===== src/rtl/bp_be_accel_ws_xor_core_if.sv =====
// Load/stream handshake bundle for the weight-stationary XOR accelerator core.
interface bp_be_accel_ws_xor_core_if #(
    parameter int unsigned block_width_p = 512,
    parameter int unsigned fill_width_p  = 128
);
    logic [1:0]               op_i;
    logic [block_width_p-1:0] data_i;
    logic                     v_i;
    logic                     ready_o;
    logic [fill_width_p-1:0]  data_o;
    logic                     v_o;
    logic                     yumi_i;
    logic                     error_o;

    modport slave (
        input  op_i, data_i, v_i, yumi_i,
        output ready_o, data_o, v_o, error_o
    );

    modport master (
        output op_i, data_i, v_i, yumi_i,
        input  ready_o, data_o, v_o, error_o
    );
endinterface


===== src/rtl/bp_be_accel_ws_xor_core.sv =====
// Weight-stationary XOR core: two act/weight slot pairs, result = act ^ wt,
// streamed out LSB beat first in fill_width_p chunks.
module bp_be_accel_ws_xor_core #(
    parameter int unsigned block_width_p = 512,
    parameter int unsigned fill_width_p  = 128
) (
    input  logic                      clk_i,
    input  logic                      reset_i,
    bp_be_accel_ws_xor_core_if.slave  io
);
    localparam int unsigned beats_lp = block_width_p / fill_width_p;
    localparam int unsigned cnt_w_lp = (beats_lp > 1) ? $clog2(beats_lp) : 1;

    localparam logic [0:0] idle_s = 1'b0;
    localparam logic [0:0] send_s = 1'b1;

    logic [0:0]               state_q, state_d;
    logic [cnt_w_lp-1:0]      cnt_q, cnt_d;
    logic [1:0]               act_v_q, act_v_d;
    logic [1:0]               wt_v_q, wt_v_d;
    logic                     error_q, error_d;
    logic [block_width_p-1:0] act_q [2];
    logic [block_width_p-1:0] act_d [2];
    logic [block_width_p-1:0] wt_q [2];
    logic [block_width_p-1:0] wt_d [2];
    logic [block_width_p-1:0] result_q, result_d;

    logic       ready_c;
    logic [1:0] armed_c;
    logic       slot_c;

    // An activation may only land in an empty act register; weights always overwrite.
    assign ready_c = ~(~io.op_i[1] & act_v_q[io.op_i[0]]);
    assign armed_c = act_v_q & wt_v_q;

    always_comb begin
        state_d  = state_q;
        cnt_d    = cnt_q;
        act_v_d  = act_v_q;
        wt_v_d   = wt_v_q;
        error_d  = error_q;
        result_d = result_q;
        act_d    = act_q;
        wt_d     = wt_q;
        slot_c   = 1'b0;

        case (state_q)
            idle_s: begin
                if (|armed_c) begin
                    slot_c           = ~armed_c[0];
                    result_d         = act_q[slot_c] ^ wt_q[slot_c];
                    act_v_d[slot_c]  = 1'b0;
                    cnt_d            = '0;
                    state_d          = send_s;
                end
            end
            send_s: begin
                if (io.yumi_i) begin
                    if (cnt_q == cnt_w_lp'(beats_lp - 1)) begin
                        cnt_d   = '0;
                        state_d = idle_s;
                    end else begin
                        cnt_d = cnt_q + cnt_w_lp'(1);
                    end
                end
            end
            default: state_d = idle_s;
        endcase

        // Loads apply after capture so a same-cycle weight write only affects later blocks.
        if (io.v_i) begin
            if (ready_c) begin
                if (io.op_i[1]) begin
                    wt_d[io.op_i[0]]   = io.data_i;
                    wt_v_d[io.op_i[0]] = 1'b1;
                end else begin
                    act_d[io.op_i[0]]   = io.data_i;
                    act_v_d[io.op_i[0]] = 1'b1;
                end
            end else begin
                error_d = 1'b1;
            end
        end
    end

    always_ff @(posedge clk_i or posedge reset_i) begin
        if (reset_i) begin
            state_q <= idle_s;
            cnt_q   <= '0;
            act_v_q <= '0;
            wt_v_q  <= '0;
            error_q <= 1'b0;
        end else begin
            state_q <= state_d;
            cnt_q   <= cnt_d;
            act_v_q <= act_v_d;
            wt_v_q  <= wt_v_d;
            error_q <= error_d;
        end
    end

    // Payload registers carry no reset; their valid bits gate every use.
    always_ff @(posedge clk_i) begin
        act_q    <= act_d;
        wt_q     <= wt_d;
        result_q <= result_d;
    end

    assign io.ready_o = ready_c;
    assign io.v_o     = (state_q == send_s);
    assign io.data_o  = result_q[32'(cnt_q) * fill_width_p +: fill_width_p];
    assign io.error_o = error_q;

endmodule


===== src/flat_wrapper.sv =====
// flat-port wrapper written by rule: the top's interface ports become plain ports
module bp_be_accel_ws_xor_core_flat 
#(
    parameter int unsigned block_width_p = 512,
    parameter int unsigned fill_width_p  = 128
)
  (clk_i, reset_i, io_op_i, io_data_i, io_v_i, io_yumi_i, io_ready_o, io_data_o, io_v_o, io_error_o);
  bp_be_accel_ws_xor_core_if #(.block_width_p(block_width_p), .fill_width_p(fill_width_p)) io_i ();
  input  logic clk_i;
  input  logic reset_i;
  input wire logic [$bits(io_i.op_i)-1:0] io_op_i;
  input wire logic [$bits(io_i.data_i)-1:0] io_data_i;
  input wire logic [$bits(io_i.v_i)-1:0] io_v_i;
  input wire logic [$bits(io_i.yumi_i)-1:0] io_yumi_i;
  output wire logic [$bits(io_i.ready_o)-1:0] io_ready_o;
  output wire logic [$bits(io_i.data_o)-1:0] io_data_o;
  output wire logic [$bits(io_i.v_o)-1:0] io_v_o;
  output wire logic [$bits(io_i.error_o)-1:0] io_error_o;
  assign io_i.op_i = io_op_i;
  assign io_i.data_i = io_data_i;
  assign io_i.v_i = io_v_i;
  assign io_i.yumi_i = io_yumi_i;
  assign io_ready_o = io_i.ready_o;
  assign io_data_o = io_i.data_o;
  assign io_v_o = io_i.v_o;
  assign io_error_o = io_i.error_o;
  bp_be_accel_ws_xor_core #(.block_width_p(block_width_p), .fill_width_p(fill_width_p)) u_core (.clk_i(clk_i), .reset_i(reset_i), .io(io_i));
endmodule

===== config.mk =====
export PLATFORM = sky130hd
export DESIGN_NAME = bp_be_accel_ws_xor_core_flat
export DESIGN_NICKNAME = d
export VERILOG_FILES = /design/src/rtl/bp_be_accel_ws_xor_core_if.sv /design/src/rtl/bp_be_accel_ws_xor_core.sv /design/src/flat_wrapper.sv
export SDC_FILE = /design/constraint.sdc
export NUM_CORES = 2
export LEC_CHECK = 0
export CORE_AREA = 3 3 453 455
export DETAILED_ROUTE_END_ITERATION = 8
export DIE_AREA = 0 0 456 458
export PLACE_DENSITY = 0.66
export SLEW_MARGIN = 30
export SYNTH_ARGS = -nofsm -noshare
export SYNTH_HDL_FRONTEND = slang
export SYNTH_SLANG_ARGS = --single-unit

===== constraint.sdc =====
create_clock -name clk_i -period 43.5 [get_ports clk_i]
set_clock_uncertainty 0.2 [all_clocks]
set_input_delay 6.525 -clock clk_i [delete_from_list [all_inputs] [get_ports clk_i]]
set_output_delay 6.525 -clock clk_i [all_outputs]
set_load 0.02 [all_outputs]

=== After elaboration in Yosys (flattened, before gate mapping) ===
Cells that the tools add are included.
Widths: inputs -> output; s select.

* Bits in registers: 2,568
* Input bits: 518
* Output and inout port bits: 131
* Logic and storage cells: 73

* Add/sub/neg operators: 1
* Magnitude comparators: 7
* Equality and inequality tests: 3
* Shifts and indexed selects: 1
* Multiplexer cells: 29
* Bitwise logic cells: 13
* Reduce and logical (&&, ||, !) cells: 9

{| class="wikitable"
|+ Operators with widths
! cell !! number
|-
| $mux 512 || 7
|-
| $bwmux 1024 || 2
|-
| $demux 512 s1 || 1
|-
| $shiftx 512x10->128 || 1
|-
| $xor 512x512->512 || 1
|-
| $mux 2 || 8
|-
| $mux 1 || 7
|-
| $reduce_and 2->1 || 3
|-
| $reduce_and 3->1 || 2
|-
| $and 2x2->2 || 2
|-
| $ge 2x2->1 const B || 2
|-
| $lt 1x2->1 const B || 2
|-
| $not 1->1 || 4
|-
| $not 1->2 || 2
|-
| $or 2x2->2 || 2
|-
| $pmux 2 s2 || 1
|-
| $logic_and 1x1->1 || 3
|-
| $add 2x1->2 const B || 1
|-
| $demux 1 s1 || 2
|-
| $eq 2x2->1 const B || 1
|-
| $ge 1x1->1 const B || 2
|-
| $lt 2x1->1 const B || 1
|-
| $ne 2x1->1 const B || 1
|-
| $ne 2x2->1 const B || 1
|-
| other kinds (4) || 4
|}

=== Logic depth before layout (Yosys ltp) ===
* Depth after elaboration: 14
* Gate-level depth with buffers: 8
* Mapped depth without buffers: 3

=== Worst setup path after synthesis ===
Ideal clock, no wire load.

* Path type: input to register
* From: in io_op_i[1]
* To: reg u_core.act_q[0] in the netlist's numbering, enable pin
* Library setup time: 2.119 ns
* Arrival: 43.562 ns
* Data required time: 41.181 ns
* Path slack: -2.381 ns
* Stages on the path: 2
* Buffers on the path: 0
* Cell sequence: nand2b_1 > nor3b_1

* Cells in the longest elaborated chain, start to end: 4

{| class="wikitable"
|+ Ends and longest elaborated chain
! what !! line !! source
|-
| from (decl) || flat_wrapper.sv:11 || <nowiki>input wire logic [$bits(io_i.op_i)-1:0] io_op_i;</nowiki>
|-
| $not 1->1 (no line) * || - ||
|-
| $and 1x1->1 || bp_be_accel_ws_xor_core.sv:33 || <nowiki>assign ready_c = ~(~io.op_i[1] & act_v_q[io.op_i[0]]);</nowiki>
|-
| $not 1->1 (no line) || - ||
|-
| $reduce_and 3->1 (no line) * || - ||
|-
| to (signal assigned) || bp_be_accel_ws_xor_core.sv:104 || <nowiki>act_q <= act_d;</nowiki>
|-
| to (decl) || bp_be_accel_ws_xor_core.sv:22 || <nowiki>logic [block_width_p-1:0] act_q [2];</nowiki>
|}

Every way passes the cells marked *; elsewhere a longest branch is shown, timed or not.
A chain may end at the register's enable or synchronous reset.

=== Worst setup path after layout ===
* From: in io_op_i[0]
* To: out io_ready_o

* Cells in the longest elaborated chain, start to end: 4

{| class="wikitable"
|+ Ends and longest elaborated chain
! what !! line !! source
|-
| $mux 1 (implied by the code) (2 in series) || bp_be_accel_ws_xor_core.sv:33 ||
|-
| $and 1x1->1 || bp_be_accel_ws_xor_core.sv:33 ||
|-
| $not 1->1 (no line) || - ||
|-
| to (decl) || flat_wrapper.sv:15 || <nowiki>output wire logic [$bits(io_i.ready_o)-1:0] io_ready_o;</nowiki>
|}

No other way between the ends. The select of a mux whose other input is x is not followed.

==> results_dict.tcl <==
set metrics [dict create \
    p_switching_w 0.00159 \
    fp.dieW_um 456 \
    cts_setup_buffers 0 \
    antenna_found_initial 88 \
    vias_per_cell 5.00 \
    ys_types 34 \
    async_flop_share_pct 0.312 \
    cts_sinks 2568 \
    drv_cap 0 \
    cp.arrival_ns 8.19 \
    numPortBuffers 648 \
    drt.antenna.violating_nets 0 \
    totalWireLength_mm 187 \
    regArea_sq_um 77100 \
    syn_to_final_growth_pct 19.0 \
    syn_inst 4916 \
    outcome "completed" \
    first_pass_iters 8 \
    hold_viol 0 \
    dp_hpwl_mm 112 \
    period_share_pct 34.3 \
    fp.coreArea_sq_um 202000 \
    clk_path_buf_depth 4 \
    yosysMostFrequentCell "edfxtp_1" \
    clock_latency_ns 0.93 \
    grt_usage_pct 17.9 \
    final_util_pct 55.8 \
    hold_buffers 0 \
    drc_errors 0 \
    rsz0062_at_grt "no" \
    fp.dieH_um 458 \
    yosys-top-cells-area "edfxtp_1 81%, xnor2_1 4.7%, xor2_1 4.7%, mux4_2 3.0%, nand2_1 2.0%" \
    p_sw_share_pct 25.3 \
    clkPwrFrac_pct 34.3 \
    leakage_nw 36.6 \
    slew_viol_final 0 \
    p_per_area_nw_per_um2 55.7 \
    cellInternalPower_w 0.00468 \
    placedInstanceArea_sq_um 104000 \
    syn_area_per_cell_sq_um 19.2 \
    yosysSeqAreaShare_pct 81.5 \
    ys_warn_count 0 \
    synth-edff-count 2560 \
    dieArea_sq_um 209000 \
    worst-path-max-fanout 6 \
    synth_common_cells "2,560 x edfxtp_1, 515 x nand2_1, 512 x xnor2_1, 512 x xor2_1, 307 x o21ai_0" \
    io_pins 649 \
    nFillCells 15100 \
    wl_met2_mm 95.0 \
    setup_viol 0 \
    drtIter0Drc 3096 \
    rows 165 \
    tns_ns 0 \
    yosysTopAreaCell "edfxtp_1" \
    crit_type "input port to primary output" \
    crit_path_end_kind "primary output" \
    initial_core_util_pct 46.9 \
    grt_pass1_wl_mm 277 \
    yosysTopAreaCellShare_pct 81.3 \
    wl_per_cell_um 21.6 \
    drive_gt1_share_pct 9.23 \
    met1_length_mm 74.6 \
    cts_tree "yes" \
    highest_layer "met5" \
    ys.flop_type "edfxtp_1" \
    overflow 0 \
    seqPwrFrac_pct 48.9 \
    hold_class "flop to flop" \
    p_comb_share_pct 16.7 \
    synth-seq-cells 2568 \
    h-tree-depth 5 \
    grt_max_degree 194 \
    num-nets-final 6279 \
    peakVddDrop_mv 0.0399 \
    syn_nets 5435 \
    synth_area_sq_um 94600 \
    routed-wl-met3_mm 12.8 \
    tightest_slew_ns 1.07 \
    cts_resized 0 \
    gp_congestion 0.755 \
    finalInstanceArea_sq_um 112000 \
    min_period_ns 14.91 \
    clk_transition_reported_paths_ns 0.06 \
    startpoint_type "input port" \
    vias 43300 \
    fmax_mhz 67.1 \
    slew_headroom_pct 28.4 \
    cts_root_buffer "clkbuf_16" \
    first_global_vias 43000 \
    multi_input_area_sq_um 16600 \
    cts_buffers 280 \
    critPathRequiredTime_ns 36.78 \
]
path summary, 6_finish.rpt:
check	from	endpoint	slack, ns	depth (start not counted)
max	io_op_i[0]	io_ready_o	28.59	4
min	u_core.io.error_o$_DFFE_PP0P_	u_core.io.error_o$_DFFE_PP0P_	0.28	1
max reg2reg	u_core.act_v_q[0]$_DFF_PP0_	u_core.result_q[459]$_DFFE_PP_	37.77	8
min reg2reg	u_core.io.error_o$_DFFE_PP0P_	u_core.io.error_o$_DFFE_PP0P_	0.28	1
max in group asynchronous	reset_i	u_core.cnt_q[0]$_DFFE_PP0P_	36.99	2
min in group asynchronous	reset_i	u_core.io.error_o$_DFFE_PP0P_	5.74	2
routing by layer:
metal	global-route usage, %	vias to the layer above
met2	30.2	1094
met3	5.30	364
met1	22.3	21600
met5	0	-
li1	-	20200
met4	5.24	42
kinds of logic after synthesis:
logic type	share of synthesized area (%)
xor+xnor	9.49
fa+ha+maj	0.0132
flops	81.5
buf+inv	1.01
mux	3.07
simple gates	2.13
compound gates	2.77
critical path, stage by stage:
cell and delay (ns):
clkdlybuf4s50_1 0.64, mux2i_1 0.28, or2_2 0.14, clkdlybuf4s50_1 0.60
power by group through the flow:
| stage | Combinational (W) | Sequential, W | Clock [W] |
|---|---|---|---|
| floorplan | 0.000657 | 0.00324 | 0 |
| global placement | 0.00106 | 0.00312 | 0 |
| detailed placement | 0.00108 | 0.00312 | 0 |
| CTS | 0.00108 | 0.00307 | 0.00221 |
| global route | 0.00114 | 0.00308 | 0.00232 |
| finish | 0.00105 | 0.00306 | 0.00215 |
area by class of cell:
cell class / instances / area share, %
Timing Repair Buffer: 706 / 6.35
Antenna cell: 36 / 0.0801
Clock buffer: 338 / 6.52
Multi-Input combinational cell: 2203 / 14.7
Sequential cell: 2568 / 68.5
Clock inverter: 134 / 0.845
Inverter: 1 / 0.00334
Tap cell: 2672 / 2.97
through the flow:
| stage | std cells | hold slack (ns) | setup WS (ns) | total power (W) |
|---|---|---|---|---|
| finish | 8658 | 0.283 | 28.59 | 0.00626 |
| floorplan | 4916 | 0.264 | 0.188 | 0.00390 |
| CTS | 8619 | 0.287 | 28.57 | 0.00636 |
| global route | 8638 | 0.311 | 28.48 | 0.00654 |
| detailed placement | 8147 | 0.269 | 28.58 | 0.00419 |
| global placement | 8145 | 0.274 | 28.56 | 0.00417 |
layout by cell type, fill, tap and decap left out, drive strengths merged:
cell type	n
nor2b	1
nand2b	1
a21o	2
mux2i	2
xnor2	512
clkbuf	338
and3	1
ha	1
and2	1
clkdlybuf4s50	648
nor3b	1
clkinv	113
nor3	2
mux4	128
a32o	1
o21a	1
xor2	512
diode	36
dfrtp	8
nand3	1
clkinvlp	3
buf	58
bufinv	12
o22a	1
inv	7
nand3b	1
nor2	2
or2	3
o21ai	512
edfxtp	2560
a22o	1
o21bai	1
nand2	515
state kept, by name, summed over array words and instances, names as in the netlist:
signal             count
u_core.cnt_q           2
u_core.io.error_o      1
u_core.wt_v_q          2
u_core.result_q      512
u_core.wt_q         1024
u_core.act_q        1024
u_core.io.v_o          1
u_core.act_v_q         2
(Power assumes the default switching activity.)
